<file path="src/rtl/b7_enc_pkg.sv">
// Shared types and sizes for the b7 streaming 16-to-4 bit encoder.
// The popcount helper is only used when B7_ENC_COUNT_EN is defined.
package b7_enc_pkg;

    localparam int VEC_W = 16;
    localparam int IDX_W = 4;
    localparam int CNT_W = 5;

    typedef enum logic {
        IDLE = 1'b0,
        EMIT = 1'b1
    } state_e;

    function automatic logic [CNT_W-1:0] popcount(input logic [VEC_W-1:0] v);
        logic [CNT_W-1:0] c;
        c = '0;
        for (int i = 0; i < VEC_W; i++) begin
            c = c + CNT_W'(v[i]);
        end
        return c;
    endfunction

endpackage

</file>
<file path="src/rtl/b7_pri_enc16.sv">
// Combinational 16-to-4 priority encoder.
// The msb_first input picks whether the highest or the lowest set bit wins.
module b7_pri_enc16
    import b7_enc_pkg::*;
(
    input  logic [VEC_W-1:0] vec,
    input  logic             msb_first,
    output logic [IDX_W-1:0] idx,
    output logic             any
);

    // NOTE: every output gets a default before the loops so no path leaves it unassigned (no latch).
    always_comb begin
        idx = '0;
        any = |vec;
        if (msb_first) begin
            for (int i = 0; i < VEC_W; i++) begin
                if (vec[i]) idx = IDX_W'(i);
            end
        end else begin
            for (int i = VEC_W - 1; i >= 0; i--) begin
                if (vec[i]) idx = IDX_W'(i);
            end
        end
    end

endmodule

</file>
<file path="src/rtl/b7_4bit_enc_stream.sv">
// Streams out the index of every set bit of an accepted 16-bit vector, one beat per handshake.
// Optional feature: define B7_ENC_COUNT_EN to add the registered bit_count output.
module b7_4bit_enc_stream
    import b7_enc_pkg::*;
#(
    parameter bit SCAN_MSB_FIRST = 1'b0
) (
    input  logic        clk,
    input  logic        rst_n,
    input  logic [15:0] req_vec,
    input  logic        req_valid,
    output logic        req_ready,
    output logic [3:0]  idx_out,
    output logic        idx_valid,
    input  logic        idx_ready,
    output logic        idx_last,
    output logic        zero_err
`ifdef B7_ENC_COUNT_EN
    ,
    output logic [4:0]  bit_count
`endif
);

    state_e           state_q;
    logic [VEC_W-1:0] pending_q;
    logic             zero_err_q;
    logic [IDX_W-1:0] enc_idx;
    logic             enc_any;
    logic             single_bit;
    logic             accept;
    logic             beat_done;

    b7_pri_enc16 u_pri_enc (
        .vec       (pending_q),
        .msb_first (SCAN_MSB_FIRST),
        .idx       (enc_idx),
        .any       (enc_any)
    );

    // Exactly one bit set: nonzero and clearing the lowest set bit leaves nothing.
    assign single_bit = enc_any && ((pending_q & (pending_q - VEC_W'(1))) == '0);

    assign req_ready = (state_q == IDLE);
    assign idx_valid = (state_q == EMIT);
    assign idx_out   = idx_valid ? enc_idx : '0;
    assign idx_last  = idx_valid && single_bit;
    assign zero_err  = zero_err_q;

    assign accept    = req_valid && req_ready;
    assign beat_done = idx_valid && idx_ready;

    // NOTE: sequential state uses non-blocking assignments so every register samples pre-edge values.
    always_ff @(posedge clk or negedge rst_n) begin
        if (!rst_n) begin
            state_q    <= IDLE;
            pending_q  <= '0;
            zero_err_q <= 1'b0;
        end else begin
            zero_err_q <= accept && (req_vec == '0);
            case (state_q)
                IDLE: begin
                    if (accept && (req_vec != '0)) begin
                        pending_q <= req_vec;
                        state_q   <= EMIT;
                    end
                end
                EMIT: begin
                    if (beat_done) begin
                        pending_q <= pending_q & ~(VEC_W'(1) << enc_idx);
                        if (single_bit) state_q <= IDLE;
                    end
                end
                default: state_q <= IDLE;
            endcase
        end
    end

`ifdef B7_ENC_COUNT_EN
    logic [CNT_W-1:0] bit_count_q;

    always_ff @(posedge clk or negedge rst_n) begin
        if (!rst_n) begin
            bit_count_q <= '0;
        end else if (accept) begin
            bit_count_q <= popcount(req_vec);
        end
    end

    assign bit_count = bit_count_q;
`endif

endmodule

</file>
<file path="config.mk">
export PLATFORM = sky130hd
export DESIGN_NAME = b7_4bit_enc_stream
export DESIGN_NICKNAME = d
export VERILOG_FILES = /design/src/rtl/b7_enc_pkg.sv /design/src/rtl/b7_pri_enc16.sv /design/src/rtl/b7_4bit_enc_stream.sv
export SDC_FILE = /design/constraint.sdc
export NUM_CORES = 1
export LEC_CHECK = 0
export ABC_CLOCK_PERIOD_IN_PS = 5600
export BUFFER_PORTS_ARGS = -buffer_cell sky130_fd_sc_hd__buf_2
export CORE_MARGIN = 2
export CORE_UTILIZATION = 30
export DETAILED_ROUTE_END_ITERATION = 12
export HOLD_SLACK_MARGIN = 0.05
export PLACE_DENSITY_LB_ADDON = 0.05
export SETUP_SLACK_MARGIN = 0.1
export SKIP_CTS_REPAIR_TIMING = 1
export SLEW_MARGIN = 15
export SYNTH_ARGS = -nofsm -noshare
export SYNTH_HDL_FRONTEND = slang
export SYNTH_SLANG_ARGS = --single-unit
</file>
<file path="constraint.sdc">
create_clock -name clk -period 5.6 [get_ports clk]
set_clock_uncertainty 0.05 [all_clocks]
set_input_delay 1.12 -clock clk [delete_from_list [all_inputs] [get_ports clk]]
set_output_delay 1.12 -clock clk [all_outputs]
set_load 0.01 [all_outputs]
</file>
==> results of run 1 <==
worst min-delay path by stage:
stage | start | to | slack, ns | cells after the start
detailed placement | pending_q[14]$_DFFE_PN0P_ | pending_q[14]$_DFFE_PN0P_ | 0.58 | 1
global route | pending_q[14]$_DFFE_PN0P_ | pending_q[14]$_DFFE_PN0P_ | 0.64 | 1
global placement | pending_q[14]$_DFFE_PN0P_ | pending_q[14]$_DFFE_PN0P_ | 0.57 | 1
floorplan | pending_q[15]$_DFFE_PN0P_ | pending_q[15]$_DFFE_PN0P_ | 0.50 | 2
CTS | pending_q[14]$_DFFE_PN0P_ | pending_q[14]$_DFFE_PN0P_ | 0.60 | 1
finish | pending_q[14]$_DFFE_PN0P_ | pending_q[14]$_DFFE_PN0P_ | 0.60 | 1
stage by stage:
stage	total power [mW]	cell area (µm²)	cells
3_5_place_dp	0.558	1500	222
4_1_cts	0.651	1540	225
2_1_floorplan	0.456	1360	156
6_report	0.649	1540	225
3_3_place_gp	0.555	1500	222
5_1_grt	0.698	1540	225
worst max-delay path, cell delays in order (launching register included):
cell and delay (ns):
dfrtp_1 0.50, nor4_4 0.51, nand3_1 0.28, o21ai_0 0.23, a32o_1 0.15, and4_1 0.20, and3_1 0.15, buf_2 0.13
state kept, by name, summed over array words and instances (netlist names):
signal,flops
zero_err,1
pending_q,16
idx_valid,1
area by class of cell:
cell class / instances / area share
timing repair buffer: 27 / 0.0875
tap: 52 / 0.0421
sequential: 18 / 0.292
multi-input combinational: 120 / 0.540
clock buffer: 3 / 0.0267
inverter: 5 / 0.0122
power by group:
group / switching, mW / internal [mW] / total (mW)
Clock: 0.0422 / 0.0477 / 0.0899
Sequential: 0.0938 / 0.161 / 0.255
Combinational: 0.177 / 0.127 / 0.304
cell usage in the layout (no fill, tap or decap), drive strengths merged, types with 3 or more instances in the layout:
cell type / instances
buf: 27
nand2: 18
dfrtp: 18
nor2: 16
a22oi: 9
nor4: 8
a21oi: 7
o21ai: 7
o311ai: 6
inv: 5
and3: 4
a31oi: 3
a221o: 3
clkbuf: 3
and2: 3
cells by family (layout without fill, tap and decap cells):
family	after synthesis	in the layout	share of synthesized area
buf+inv	18	35	0.0570
simple gates	65	65	0.279
mux	1	1	0.00735
flops	18	18	0.331
compound gates	54	54	0.325
layer usage:
layer	GRT usage	share of wire	vias to the layer above
met1	0.248	0.47	666
met4	0.0377	0.0052	0
li1	-	-	642
met2	0.294	0.48	44
met3	0.0338	0.040	4
met5	0	0	-
==> impl_metrics.json, run 1 <==
{
  "vias": 1356,
  "dr.pass1.iters": 4,
  "wirelength_mm": 4.40,
  "p_per_area_nw_per_um2": 420,
  "r2r-start": "idx_valid$_DFF_PN0_",
  "drc": 0,
  "clock_latency_ns": 0.25,
  "gr-total-overflow": 0,
  "synth_top_flop_cell": "dfrtp_1",
  "period_minus_slack_ns": 3.58,
  "dp_hpwl_mm": 3.22,
  "grt_first_pass_wirelength_mm": 7.13,
  "peakVddDrop_uv": 132,
  "synth_fp_nets": 176,
  "cts_root_buf": "clkbuf_8",
  "synth_seq_area_share": 0.331,
  "place_congestion": 0.802,
  "h-tree-depth": 1,
  "crit_path_end_kind": "output port",
  "start_util": 0.313,
  "power_leakage_nw": 0.641,
  "io_pins": 28,
  "fmax_mhz": 279,
  "synth.area.top_cells": "dfrtp_1 33%, a22oi_1 5.0%, nand2_1 5.0%, nor2_1 4.4%, o311ai_0 3.9%",
  "antenna_found_initial": 0,
  "wl_per_cell_um": 19.6,
  "cp-startpoint": "pending_q[3]$_DFFE_PN0P_",
  "dp_slack_ns": 2.02,
  "synth_area_per_cell_um2": 8.73,
  "required_ns": 4.43,
  "r2r_slack_ns": 3.02,
  "core-area_um2": 4350,
  "critPathArrivalTime_ns": 2.41,
  "ys_ff_latch": 18,
  "grt_pass1_vias": 1345,
  "crit_type": "reg -> out",
  "clkSlewWorstSetupHoldPaths_ns": 0.07,
  "hold_viol_final": 0,
  "die-area_um2": 5090,
  "drive_above_1_share": 0.266,
  "timing.slew.headroom": 0.486,
  "first_iter_violations": 114,
  "ys_types": 52,
  "cts_tree": "yes",
  "grt_max_degree": 22,
  "final_max_slew_viol_count": 0,
  "cp-start-kind": "flip-flop",
  "cts-buffers-inserted": 3,
  "seqCellArea_um2": 450,
  "grt_setup_unrepaired": "no",
  "syn_area_um2": 1360,
  "die_x_um": 71.4,
  "whs_ns": 0.601,
  "numClockSinks": 18,
  "multi_input_area_um2": 833,
  "syn_inst": 156,
  "portBuffers": 27,
  "crit_end": "idx_last",
  "status": "finished, final reports clean",
  "fin_tns_setup_ns": 0,
  "area_growth_pct": 13.4,
  "num_antenna_cells": 0,
  "max_cap_violations": 0,
  "grt_use_total": 0.180,
  "hold_path_class": "reg -> reg",
  "crit_fanout": 7,
  "final_util": 0.355,
  "clk_path_buf_depth": 2,
  "synth_edf_count": 0,
  "fp.dieH_um": 71.4,
  "setup_slack_ns": 2.02,
  "ys_warn_count": 0,
  "routed_via_density": 6.03,
  "async_reset_ff_frac": 1.00,
  "ff2ff_path_depth": 5,
  "n_fill_cell": 464,
  "finalSetupViolCount": 0,
  "synth_area_leader_cell": "dfrtp_1",
  "r2r_end": "pending_q[2]$_DFFE_PN0P_",
  "finalCritPeriodShare": 0.639,
  "placementRows": 24,
  "final_nets": 195,
  "synth_common_cells": "18 x dfrtp_1, 18 x nand2_1, 16 x nor2_1",
  "synth_top_area_share": 0.331,
  "ant_nets": 0,
  "worst_pin_slew_ns": 0.770
}
No activity file was read; power rests on OpenSTA's default activity.
==> inputs of run 2 (changes only) <==
--- a/config.mk
+++ b/config.mk
@@ -5,7 +5,7 @@
 export SDC_FILE = /design/constraint.sdc
 export NUM_CORES = 1
 export LEC_CHECK = 0
-export ABC_CLOCK_PERIOD_IN_PS = 5600
+export ABC_CLOCK_PERIOD_IN_PS = 3200
 export BUFFER_PORTS_ARGS = -buffer_cell sky130_fd_sc_hd__buf_2
 export CORE_MARGIN = 2
 export CORE_UTILIZATION = 30
==> constraint.sdc (replaced) <==
create_clock -name clk -period 3.2 [get_ports clk]
set_clock_uncertainty 0.05 [all_clocks]
set_input_delay 0.64 -clock clk [delete_from_list [all_inputs] [get_ports clk]]
set_output_delay 0.64 -clock clk [all_outputs]
set_load 0.01 [all_outputs]
==> impl_metrics.json, run 2 (synthesized netlist as in run 1, its figures left out) <==
{
  "status": "finished, final reports clean",
  "dp_hpwl_mm": 3.19,
  "crit_buf_inv": 1,
  "grt_pass1_vias": 1348,
  "crit_family": "simple AND/OR/NAND/NOR gates",
  "crit_fanout": 8,
  "grt_busiest_layer": "met2",
  "first_iter_violations": 112,
  "cts_root_buf": "clkbuf_8",
  "worst_pin_slew_ns": 0.686,
  "wirelength_mm": 4.32,
  "cts-buffers-inserted": 3,
  "met2_usage": 0.291,
  "placementRows": 24,
  "final_cells": 230,
  "hold_viol_final": 0,
  "setup_slack_ns": 0.243,
  "crit_path_end_kind": "output port",
  "dr.pass1.iters": 4,
  "antenna_found_initial": 0,
  "grt_use_total": 0.175,
  "p_total_mw": 1.19,
  "peakVddDrop_uv": 276,
  "cp-start-kind": "flip-flop",
  "drc": 0,
  "top_register": "pending_q",
  "io_pins": 28,
  "clk_path_buf_depth": 2,
  "ant_nets": 0,
  "routed_via_density": 5.88,
  "clkSlewWorstSetupHoldPaths_ns": 0.07,
  "clock_latency_ns": 0.26,
  "critPathArrivalTime_ns": 2.27,
  "vias": 1352,
  "finalSetupViolCount": 0,
  "dp_slack_ns": 0.433,
  "num_antenna_cells": 0,
  "dp_cells": 225,
  "power_leakage_nw": 0.675,
  "fmax_mhz": 338,
  "drive_above_1_share": 0.309,
  "place_congestion": 0.870,
  "cts_tree": "yes",
  "use_met1": 0.241,
  "period_minus_slack_ns": 2.96,
  "final_common_cell": "buf_2",
  "h-tree-depth": 1,
  "die-area_um2": 5090,
  "finalCritPeriodShare": 0.924,
  "gr-total-overflow": 0,
  "core-area_um2": 4350,
  "numClockSinks": 18,
  "critical-path-max-stage-delay_ns": 0.51,
  "start_util": 0.313,
  "p_per_area_nw_per_um2": 739,
  "max_cap_violations": 0,
  "hold_path_class": "in -> async",
  "crit_type": "reg -> out",
  "path_cells": "nor4_4 > nand3_2 > o21ai_0 > a32o_1 > and4_1 > and3_1 > buf_2",
  "whs_ns": 0.269,
  "grt_first_pass_wirelength_mm": 6.93,
  "fp.dieH_um": 71.4,
  "area_growth_pct": 18.0,
  "timing.slew.headroom": 0.543,
  "portBuffers": 27,
  "largest_reg_flops": 16,
  "required_ns": 2.51,
  "wl_per_cell_um": 18.8,
  "layout_common_cells": "27 x buf_2, 17 x nand2_1, 17 x dfrtp_1",
  "grt_max_degree": 22,
  "final_max_slew_viol_count": 0,
  "final_nets": 199,
  "die_x_um": 71.4,
  "grt_setup_unrepaired": "no",
  "slowest_stage": "dfrtp_1",
  "fin_tns_setup_ns": 0,
  "use_met3": 0.0366
}
## run 2: cell type report
class	instances	area [µm²]
Clock buffer	4	55.1
Fill cell	433	2750
Inverter	5	18.8
Multi-Input combinational cell	120	851
Sequential cell	18	452
Tap cell	52	65.1
Timing Repair Buffer	31	165
## run 2: path summary, 6_finish.rpt
path	slack (ns)	cells past startpoint	start	endpoint
min in group clk	0.56	2	pending_q[0]$_DFFE_PN0P_	pending_q[0]$_DFFE_PN0P_
max	0.24	7	pending_q[4]$_DFFE_PN0P_	idx_last
max reg2reg	1.04	6	idx_valid$_DFF_PN0_	pending_q[3]$_DFFE_PN0P_
max in group asynchronous	2.50	1	rst_n	pending_q[0]$_DFFE_PN0P_
min reg2reg	0.56	2	pending_q[0]$_DFFE_PN0P_	pending_q[0]$_DFFE_PN0P_
min	0.27	1	rst_n	pending_q[2]$_DFFE_PN0P_
## run 2: layer usage
metal | wire [µm] | vias up
met1 | 1930 | 660
met2 | 2160 | 43
met5 | 0 | -
met3 | 216 | 2
met4 | 20 | 0
li1 | - | 647
## run 2: through the flow
| stage | area [µm²] | utilization |
|---|---|---|
| detailed placement | 1530 | 0.350 |
| finish | 1610 | 0.369 |
| CTS | 1580 | 0.363 |
| global route | 1610 | 0.369 |
| floorplan | 1360 | - |
| global placement | 1530 | 0.350 |
## run 2: worst reg2reg max path: cells and delay by family, from the launching register on
family / cells / cell delay [ns]
simple gates: 2 / 0.71
flops: 1 / 0.64
compound gates: 2 / 0.19
buf+inv: 2 / 0.44
## run 2: report_power, final
| group | switching (mW) | total, mW | internal, mW |
|---|---|---|---|
| Combinational | 0.314 | 0.550 | 0.236 |
| Sequential | 0.166 | 0.448 | 0.282 |
| Clock | 0.0800 | 0.189 | 0.109 |
==> inputs of run 3 (changes only) <==
--- a/config.mk
+++ b/config.mk
@@ -6,7 +6,7 @@
 export NUM_CORES = 1
 export LEC_CHECK = 0
 export ABC_CLOCK_PERIOD_IN_PS = 3200
-export BUFFER_PORTS_ARGS = -buffer_cell sky130_fd_sc_hd__buf_2
+export BUFFER_PORTS_ARGS = -buffer_cell sky130_fd_sc_hd__buf_4
 export CORE_MARGIN = 2
 export CORE_UTILIZATION = 30
 export DETAILED_ROUTE_END_ITERATION = 12
==> impl_metrics.json, run 3 (synthesized netlist as in run 1, its figures left out) <==
{
  "status": "finished, final reports clean",
  "gr-total-overflow": 0,
  "seqCellArea_um2": 450,
  "critical-path-max-stage-delay_ns": 0.49,
  "placed_area_um2": 1600,
  "antenna_found_initial": 0,
  "final_nets": 201,
  "r2r-start": "pending_q[12]$_DFFE_PN0P_",
  "peakVddDrop_uv": 284,
  "worstSetupPathDepth": 6,
  "top_register": "pending_q",
  "p_comb_frac": 0.501,
  "fmax_mhz": 337,
  "fin_tns_setup_ns": 0,
  "drc": 0,
  "layout_common_cells": "33 x buf_4, 18 x nand2_1, 18 x dfrtp_1",
  "placementRows": 24,
  "grt_max_degree": 21,
  "hold_path_class": "in -> async",
  "grt_first_pass_wirelength_mm": 7.35,
  "finalSetupViolCount": 0,
  "start_util": 0.313,
  "cts_tree": "yes",
  "grt_pass1_vias": 1409,
  "clock_latency_ns": 0.25,
  "die_x_um": 71.4,
  "vias": 1374,
  "fp.dieH_um": 71.4,
  "wl_per_cell_um": 19.4,
  "wl_met3_um": 267,
  "crit_family": "simple AND/OR/NAND/NOR gates",
  "clkSlewWorstSetupHoldPaths_ns": 0.07,
  "grt_setup_unrepaired": "no",
  "crit_path_end_kind": "output port",
  "grt_use_total": 0.184,
  "final_max_slew_viol_count": 0,
  "drive_above_1_share": 0.291,
  "hold_viol_final": 0,
  "h-tree-depth": 1,
  "p_sw_mw": 0.562,
  "final_common_cell": "buf_4",
  "required_ns": 2.51,
  "crit_fanout": 7,
  "finalCritPeriodShare": 0.927,
  "r2r_slack_ns": 1.04,
  "routed_via_density": 5.95,
  "core-area_um2": 4350,
  "die-area_um2": 5090,
  "r2r_end": "pending_q[14]$_DFFE_PN0P_",
  "cts_root_buf": "clkbuf_8",
  "cp-start-kind": "flip-flop",
  "clk_path_buf_depth": 2,
  "num_antenna_cells": 0,
  "io_pins": 28,
  "internal_power_mw": 0.644,
  "critPathArrivalTime_ns": 2.28,
  "wl_met1_mm": 2.04,
  "crit_buf_inv": 1,
  "area_growth_pct": 22.3,
  "crit_type": "reg -> out",
  "p_seq_frac": 0.365,
  "n_fill_cell": 440,
  "multi_input_area_um2": 842,
  "largest_reg_flops": 16,
  "portBuffers": 27,
  "ff2ff_path_depth": 5,
  "period_minus_slack_ns": 2.97,
  "design_area_um2": 1670,
  "route.met2.wl_mm": 2.05,
  "dp_hpwl_mm": 3.35,
  "slowest_stage": "dfrtp_1",
  "worst_pin_slew_ns": 0.542,
  "p_per_area_nw_per_um2": 724,
  "ant_nets": 0,
  "cts-buffers-inserted": 3,
  "max_cap_violations": 0,
  "p_clk_frac": 0.134,
  "power_leakage_nw": 0.696,
  "path_cells": "nor4_4 > nand2_1 > o32ai_1 > and4_1 > and3_1 > buf_4",
  "numClockSinks": 18,
  "dr.pass1.iters": 4,
  "first_iter_violations": 94,
  "place_congestion": 0.809,
  "switching_share": 0.466,
  "timing.slew.headroom": 0.638,
  "routed.top_layer": "met4",
  "wirelength_mm": 4.47
}
## run 3: cell types whose count changed in the layout (fill, tap and decap cells not counted)
cell / before / now
and2_1: 1 / 2
and2_2: 2 / 1
buf_2: 27 / 0
buf_4: 4 / 33
clkbuf_8: 4 / 3
dfrtp_1: 17 / 18
dfrtp_2: 1 / 0
nand2_1: 17 / 18
nand2_2: 1 / 0
nand3_1: 1 / 2
nand3_2: 1 / 0
## run 3: per-layer routing
layer  vias to the layer above  track usage
li1                        652            -
met5                         -            0
met4                         0       0.0734
met1                       660        0.255
met2                        52        0.281
met3                        10       0.0352
## run 3: cell type report
cell class / count / share of cell area
Sequential cell: 18 / 0.270
Inverter: 5 / 0.0113
Tap cell: 52 / 0.0391
Timing Repair Buffer: 33 / 0.149
Clock buffer: 3 / 0.0248
Multi-Input combinational cell: 120 / 0.506
## run 3: per-stage QoR
step | hold slack (ns) | std cells | power, mW | setup slack [ns] | utilization
6_report | 0.204 | 231 | 1.21 | 0.233 | 0.382
3_3_place_gp | 0.480 | 226 | 1.02 | 0.431 | 0.368
3_5_place_dp | 0.483 | 226 | 1.01 | 0.448 | 0.368
4_1_cts | 0.209 | 229 | 1.18 | 0.165 | 0.377
2_1_floorplan | 0.294 | 156 | 0.798 | 0.827 | -
5_1_grt | 0.212 | 231 | 1.30 | 0.105 | 0.382
## run 3: worst register-to-register path: cells and delay by family, from the launching register on
family / cells / cell delay, ns
and+or+nand+nor: 1 / 0.43
DFF: 1 / 0.50
AOI/OAI and AO/OA: 4 / 1.08
## run 3: power groups by stage
stage	clock, mW	combinational [mW]	sequential (mW)
finish	0.162	0.604	0.440
detailed placement	0	0.580	0.434
floorplan	0	0.446	0.352
CTS	0.166	0.582	0.431
global placement	0	0.585	0.436
global route	0.182	0.661	0.455
## run 3: worst max path at each step
stage                                        start  endpoint  slack (ns)
after detailed placement  pending_q[3]$_DFFE_PN0P_  idx_last        0.45
after floorplan           pending_q[7]$_DFFE_PN0P_  idx_last        0.83
after CTS                 pending_q[3]$_DFFE_PN0P_  idx_last        0.17
final                     pending_q[0]$_DFFE_PN0P_  idx_last        0.23
after global placement    pending_q[3]$_DFFE_PN0P_  idx_last        0.43
after global routing      pending_q[0]$_DFFE_PN0P_  idx_last        0.11
